[src/rtl/answer_switch_rx.sv]
// answer_switch_rx
//   Front end for the quiz answer switches. Each raw switch is synchronised
//   (two flops), debounced against the tick strobe, and a clean single press
//   becomes a held token (valid + choice) until the game core acks it.
//   Multi-switch presses raise a one-cycle conflict pulse; after any token
//   or conflict, further presses are ignored until all switches are released.
//
// Ports
//   clk      in  system clock, rising edge
//   reset    in  asynchronous active-high reset
//   tick     in  debounce sample strobe (one clk wide)
//   switch   in  [3:0] raw switches: 0=add 1=sub 2=mul 3=skip
//   ack      in  consumer accepts the current token (ignored unless valid)
//   valid    out token available, held until acked
//   choice   out [1:0] index of the pressed switch
//   conflict out one-cycle pulse on a rejected multi-switch press
//   pressed  out [3:0] debounced stable switch levels
module answer_switch_rx #(
    parameter int unsigned DEBOUNCE_TICKS = 4
) (
    input  logic       clk,
    input  logic       reset,
    input  logic       tick,
    input  logic [3:0] switch,
    input  logic       ack,
    output logic       valid,
    output logic [1:0] choice,
    output logic       conflict,
    output logic [3:0] pressed
);

    typedef enum logic [1:0] {
        IDLE,
        HOLD,
        WAIT_REL
    } state_t;

    localparam logic [7:0] CNT_LAST = 8'(DEBOUNCE_TICKS - 1);

    logic [3:0]      s1_q;
    logic [3:0]      s2_q;
    logic [3:0]      stb_q, stb_d;
    logic [3:0]      stb_prev_q;
    logic [3:0][7:0] cnt_q, cnt_d;
    logic [3:0]      rise;
    logic            one_hot;
    logic            multi;
    logic [1:0]      index;

    state_t          state_q, state_d;
    logic            valid_q, valid_d;
    logic [1:0]      choice_q, choice_d;
    logic            conflict_q, conflict_d;

    // Debounce: stb flips only after DEBOUNCE_TICKS consecutive ticks on
    // which the synchronised level disagreed with it.
    always_comb begin
        stb_d = stb_q;
        cnt_d = cnt_q;
        if (tick) begin
            for (int unsigned i = 0; i < 4; i++) begin
                if (s2_q[i] != stb_q[i]) begin
                    if (cnt_q[i] == CNT_LAST) begin
                        stb_d[i] = ~stb_q[i];
                        cnt_d[i] = '0;
                    end else begin
                        cnt_d[i] = cnt_q[i] + 8'd1;
                    end
                end else begin
                    cnt_d[i] = '0;
                end
            end
        end
    end

    always_comb begin
        rise    = stb_q & ~stb_prev_q;
        one_hot = (stb_q != '0) && ((stb_q & (stb_q - 4'd1)) == '0);
        multi   = (stb_q != '0) && !one_hot;
        index   = '0;
        for (int unsigned i = 0; i < 4; i++) begin
            if (stb_q[i]) begin
                index = 2'(i);
            end
        end
    end

    always_comb begin
        state_d    = state_q;
        valid_d    = valid_q;
        choice_d   = choice_q;
        conflict_d = 1'b0;
        unique case (state_q)
            IDLE: begin
                if (rise != '0) begin
                    if (one_hot) begin
                        state_d  = HOLD;
                        valid_d  = 1'b1;
                        choice_d = index;
                    end else if (multi) begin
                        state_d    = WAIT_REL;
                        conflict_d = 1'b1;
                    end
                end
            end
            HOLD: begin
                // Rises arriving here (even with ack) are dropped.
                if (ack) begin
                    valid_d = 1'b0;
                    state_d = (stb_q != '0) ? WAIT_REL : IDLE;
                end
            end
            WAIT_REL: begin
                if (stb_q == '0) begin
                    state_d = IDLE;
                end
            end
            default: state_d = IDLE;
        endcase
    end

    always_ff @(posedge clk or posedge reset) begin
        if (reset) begin
            s1_q       <= '0;
            s2_q       <= '0;
            stb_q      <= '0;
            stb_prev_q <= '0;
            cnt_q      <= '0;
            state_q    <= IDLE;
            valid_q    <= 1'b0;
            choice_q   <= '0;
            conflict_q <= 1'b0;
        end else begin
            s1_q       <= switch;
            s2_q       <= s1_q;
            stb_q      <= stb_d;
            stb_prev_q <= stb_q;
            cnt_q      <= cnt_d;
            state_q    <= state_d;
            valid_q    <= valid_d;
            choice_q   <= choice_d;
            conflict_q <= conflict_d;
        end
    end

    assign valid    = valid_q;
    assign choice   = choice_q;
    assign conflict = conflict_q;
    assign pressed  = stb_q;

endmodule
[config.mk]
export PLATFORM = sky130hd
export DESIGN_NAME = answer_switch_rx
export DESIGN_NICKNAME = d
export VERILOG_FILES = /design/src/rtl/answer_switch_rx.sv
export SDC_FILE = /design/constraint.sdc
export NUM_CORES = 1
export LEC_CHECK = 0
export CORE_MARGIN = 1
export CORE_UTILIZATION = 50
export CTS_CLUSTER_SIZE = 16
export DETAILED_ROUTE_END_ITERATION = 12
export PLACE_DENSITY = 0.83
export SYNTH_ARGS = -nofsm -noshare
export SYNTH_HDL_FRONTEND = slang
export SYNTH_SLANG_ARGS = --single-unit
[constraint.sdc]
create_clock -name clk -period 1.9 [get_ports clk]
set_input_delay 0.475 -clock clk [delete_from_list [all_inputs] [get_ports clk]]
set_output_delay 0.475 -clock clk [all_outputs]
set_load 0.05 [all_outputs]
Yosys cells after proc, flatten, opt, wreduce, memory -nomap -nowiden
Index checks and enable logic that the tools add are counted.

word-level totals
  flip-flop bits (word level) = 54
  input port bits = 8
  output and inout port bits = 8
  word-level logic and storage cells = 84

operators by class
  $add $sub $neg = 5
  eq/ne operators = 15
  muxes and demuxes = 26
  bitwise operators = 7
  reduce and logical (&&, ||, !) cells = 16

operator list
  operator             number
  $mux 8               8
  $add 8x1->8 const B  4
  $eq 8x2->1 const B   4
  $mux 2               8
  $reduce_and 3->1     5
  $and 4x4->4          2
  $logic_not 4->1      2
  $mux 1               8
  $ne 2x2->1 const B   4
  $reduce_and 4->1     2
  $reduce_bool 4->1    2
  $pmux 2 s3           1
  $ne 1x1->1           4
  $not 1->1            4
  $not 4->4            1
  $sub 4x1->4 const B  1
  $ne 3x3->1 const B   1
  $eq 2x1->1 const B   1
  $eq 2x2->1 const B   1
  $logic_and 1x1->1    2
  $logic_not 2->1      1
  $pmux 1 s2           1
  $reduce_bool 2->1    1
  $logic_not 1->1      1

Longest topological paths before layout
  depth in word-level cells = 10
  depth in mapped cells = 6
  depth with buffers taken out = 5

Worst setup path before layout
No wires, ideal clock.

  path kind = reg2reg
  start = register stb_q[2] (netlist: pressed[2])
  end = register state_q[1]
  setup time = 128 ps
  data arrival time = 1758 ps
  data required time = 1772 ps
  setup slack = 14 ps
  stages on the path, launching flop included = 6
  buffers on the path = 1
  period minus slack after synthesis = 1886 ps
  cell sequence = dfrtp_1 -> clkbuf_1 -> nor2b_1 -> o41ai_2 -> a2111oi_0 -> nand2b_1

on the way
  longest elaborated chain between the ends = 8
  elaborated cells on any way between the ends = 19
  classes of those cells = add/sub: 1; eq/ne: 3; mux: 5; bitwise: 2; reduce/logical: 8

RTL lines
  item                               RTL line  source
  start: declaration                 42        logic [3:0] stb_q, stb_d;
  start signal: assignment           136       stb_q <= stb_d;
  $sub 4x1->4                        78        one_hot = (stb_q != '0) && ((stb_q & (stb_q - 4'd1)) == '0);
  $and 4x4->4                        78
  $logic_not 4->1                    78
  $logic_and 1x1->1                  78
  $logic_not 1->1                    79        multi = (stb_q != '0) && !one_hot;
  $logic_and 1x1->1                  79
  $ne 3x3->1 (no source line)        --
  $reduce_and 4->1 (no source line)  --
  end signal: assignment             139       state_q <= state_d;
  end: declaration                   50        state_t state_q, state_d;

Parallel ways exist; a longest one is shown, timed or not. The select of a mux whose other input is x is not followed.
A chain may end at the register's enable or synchronous reset.

Worst setup path after layout
  start = register cnt_q[16] (netlist bit)
  end = register cnt_q[16] (netlist bit)

on the way
  longest elaborated chain between the ends = 3
  elaborated cells on any way between the ends = 4
  classes of those cells = add/sub: 1; eq/ne: 1; mux: 2

RTL lines
  item                                       RTL line  source
  start: declaration                         44        logic [3:0][7:0] cnt_q, cnt_d;
  start signal: assignment                   138       cnt_q <= cnt_d;
  $add 8x1->8 or $eq 8x2->1 (tied branches)  67, 63
  $mux 8 *                                   63        if (cnt_q[i] == CNT_LAST) begin
  $mux 8 *                                   62        if (s2_q[i] != stb_q[i]) begin

Mark *: on every way between the ends. The rest lies on a longest branch, timed or not.

==> results.toml <==
[clocking]
cts_root_buffer = "clkbuf_8"
cts_sinks = 54
clock_path_buffers = 2
clock_latency_ns = 0.31
clk_pin_slew_ns = 0.10
hold_buffers = 0
cts_tree = "done"
cts-buffers-inserted = 5
htreeDepth = 2

[sta]
tightest_slew_ns = 0.5301
slew_viol_final = 0
finalSetupViolations = 0
post-route-period-util_pct = 98.50
max_slew_margin_pct = 63.75
whs_ns = 0.3558
fmax_mhz = 534.4
finalClockSkew_ns = 0.01108
finalHoldViolCount = 0
setup_ws_ns = 0.02858
fin_crit_ns = 1.871
rsz0062_at_grt = "yes"

[floorplan]
die-area_mm2 = 0.005418
fp.dieH_um = 73.61
rows = 25
core_mm2 = 0.004817
boundaryPins = 16
initial_core_util_pct = 53.22
die_w_um = 73.61

[flow_run]
maxCapViolations = 0

[yosys]
ys_warn_count = 0
netlist_area_mm2 = 0.002564
synth_seq_cells = 54
synthCells = 229
seq_area_frac_synth_pct = 52.71
async_flop_share_pct = 100.0
synth_edf_count = 0
synth_area_leaders = "dfrtp_1 (53%), a22o_1 (3.4%), nand3_1 (2.5%)"
yosysTopAreaCell = "dfrtp_1"
synthFlopType = "dfrtp_1"
synthesis.nets = 241
synth_top_area_share_pct = 52.71
synth_area_per_cell_um2 = 11.20
ys_types = 49

[cells_and_area]
antenna_cells = 0
syn_to_final_growth_pct = 22.79
fillers = 373
final_area_mm2 = 0.003148
drive_gt1_share_pct = 23.27
utilization_pct = 65.35
layout.nets = 286

[placement]
dp_slack_ns = -0.1452
place_congestion = 0.8351
dp_hpwl_mm = 3.587
place_area_mm2 = 0.003024
io_buffer_count = 15

[worst_setup_path]
cp-end-kind = "flop"
r2r-start = "cnt_q[16]"
cp_max_fo = 8
crit_start = "cnt_q[16]"
crit_arrival_ns = 2.08
crit_type = "flop to flop"
critical-path-top-delay-family = "simple AND/OR/NAND/NOR gates"
critical_path.startpoint_type = "flop"
path_cells = "ha_1, or4b_4, nor4_4, buf_6, nor2_1, mux2_2"
slowest_delay_ns = 0.48
critPathBufInv = 1
cp.required_ns = 2.11
slowest_stage = "or4b_4"

[grt]
grt_pass1_vias = 1952
grt_pass1_wl_mm = 8.797
globalRouteOverflowTotal = 0
grt_antenna_before_repair = 0
grt_max_degree = 20
grt_usage_pct = 21.27

[outcome]
status = "completed"

[power]
vdd_drop_max_mv = 0.8011
powerDensity_mw_per_mm2 = 1298
power.leakage_nw = 1.401
power_mw = 4.087

[drt]
drt_iter0_markers = 132
drtPass1Iterations = 4
drc = 0
postRouteWirelength_mm = 5.025
final_antenna_net_count = 0
vias = 1970
viasPerCell = 5.760
wl_per_cell_um = 14.69

[worst_hold_path]
min_from = "s1_q[0]"
min_path_type = "flop to flop"
## flip-flops by register name (all words and copies together), names as in the netlist, 2 cells and up
register,count
choice,2
cnt_q,32
pressed,4
s1_q,4
s2_q,4
state_q,2
stb_prev_q,4
## placed cells by master, fill, tap and decap left out, types with 2 or more instances in the layout
cell type,netlist,routed
a211o_1,2,2
a211oi_1,3,3
a21o_1,2,2
a21oi_1,9,9
a22o_1,10,10
a31oi_1,6,6
a41oi_1,2,2
and3_1,5,5
and3_2,2,2
buf_12,0,5
buf_4,0,33
clkbuf_8,0,5
clkdlybuf4s50_1,0,7
dfrtp_1,54,54
ha_1,4,3
inv_1,5,4
mux2_2,5,5
mux2i_1,3,3
nand2_1,14,14
nand2b_1,6,6
nand3_1,13,13
nand4_1,2,2
nor2_1,8,8
nor2b_1,4,4
nor3_1,5,5
nor3b_1,5,5
nor4_4,2,2
nor4b_1,5,3
nor4b_2,0,2
o211ai_1,3,3
o21a_1,4,4
o21ai_0,6,6
o311ai_0,2,2
o31ai_1,4,4
or3_1,2,2
or4b_4,1,2
xnor2_1,6,6
xor2_1,4,4
## stage by stage
stage / TNS, ns / instances
finish: 0 / 342
global route: -0.06694 / 342
CTS: -0.001985 / 340
detailed placement: -1.330 / 332
global placement: -0.5730 / 332
floorplan: 0 / 229
## timing repair
item,4_1_cts,5_1_grt
gates resized for setup,0,5
setup buffers,0,2
setup endpoints to repair,1,12
endpoints found under the hold margin,0,0
## cells by family (layout without fill, tap and decap cells)
family	count (synthesis)	count (layout)	share of synthesized area, %
and+or+nand+nor	79	79	18.89
AOI/OAI and AO/OA	59	59	17.03
DFF	54	54	52.71
buffers and inverters	14	60	2.196
xor gates and xnor gates	10	10	3.416
muxes	9	9	3.807
adders and majority gates	4	4	1.952
## routing by layer
layer	vias up	track usage, %	part of all wire (%)
met2	34	34.66	49
met4	0	7.906	2.0
met1	975	28.17	46
met5	-	0	0
met3	8	4.252	2.9
li1	953	-	-
## area by class of cell
cell class	instances	area, um2	share of cell area (%)
Sequential cell	54	1351	42.93
Timing Repair Buffer	46	429.2	13.63
Clock inverter	2	13.76	0.4372
Clock buffer	6	72.57	2.305
Multi-Input combinational cell	161	1175	37.32
Inverter	6	22.52	0.7154
Tap cell	67	83.83	2.663
## Yosys cell counts, types with 5 or more instances
cell       n
nor3b_1    5
a31oi_1    6
o21ai_0    6
and3_1     5
inv_1      5
nand2_1   14
mux2_2     5
a22o_1    10
nand2b_1   6
nor2_1     8
a21oi_1    9
nor4b_1    5
dfrtp_1   54
clkbuf_1   5
xnor2_1    6
nand3_1   13
nor3_1     5
## worst reg2reg max path: cells and delay by family (launching register included)
family | cells | cell delay [ns]
fa+ha+maj | 1 | 0.18
buf+inv | 1 | 0.18
flops | 1 | 0.37
mux | 1 | 0.27
simple gates | 3 | 0.77
## report_power, final
group | total [mW] | switching, mW | internal, mW
clock | 0.640 | 0.379 | 0.261
combinational | 1.71 | 0.864 | 0.848
sequential | 1.73 | 0.314 | 1.42
total | 4.09 | 1.56 | 2.53
## final timing paths
| path | depth (start not counted) | slack, ns | endpoint |
|---|---|---|---|
| max | 6 | 0.03 | cnt_q[16] |
| min | 0 | 0.36 | s2_q[0] |
| max reg2reg | 6 | 0.03 | cnt_q[16] |
| min reg2reg | 0 | 0.36 | s2_q[0] |
| max in group asynchronous | 3 | 0.91 | cnt_q[0] |
| min in group asynchronous | 2 | 0.46 | cnt_q[18] |
Power figures use the tool's default switching activity.
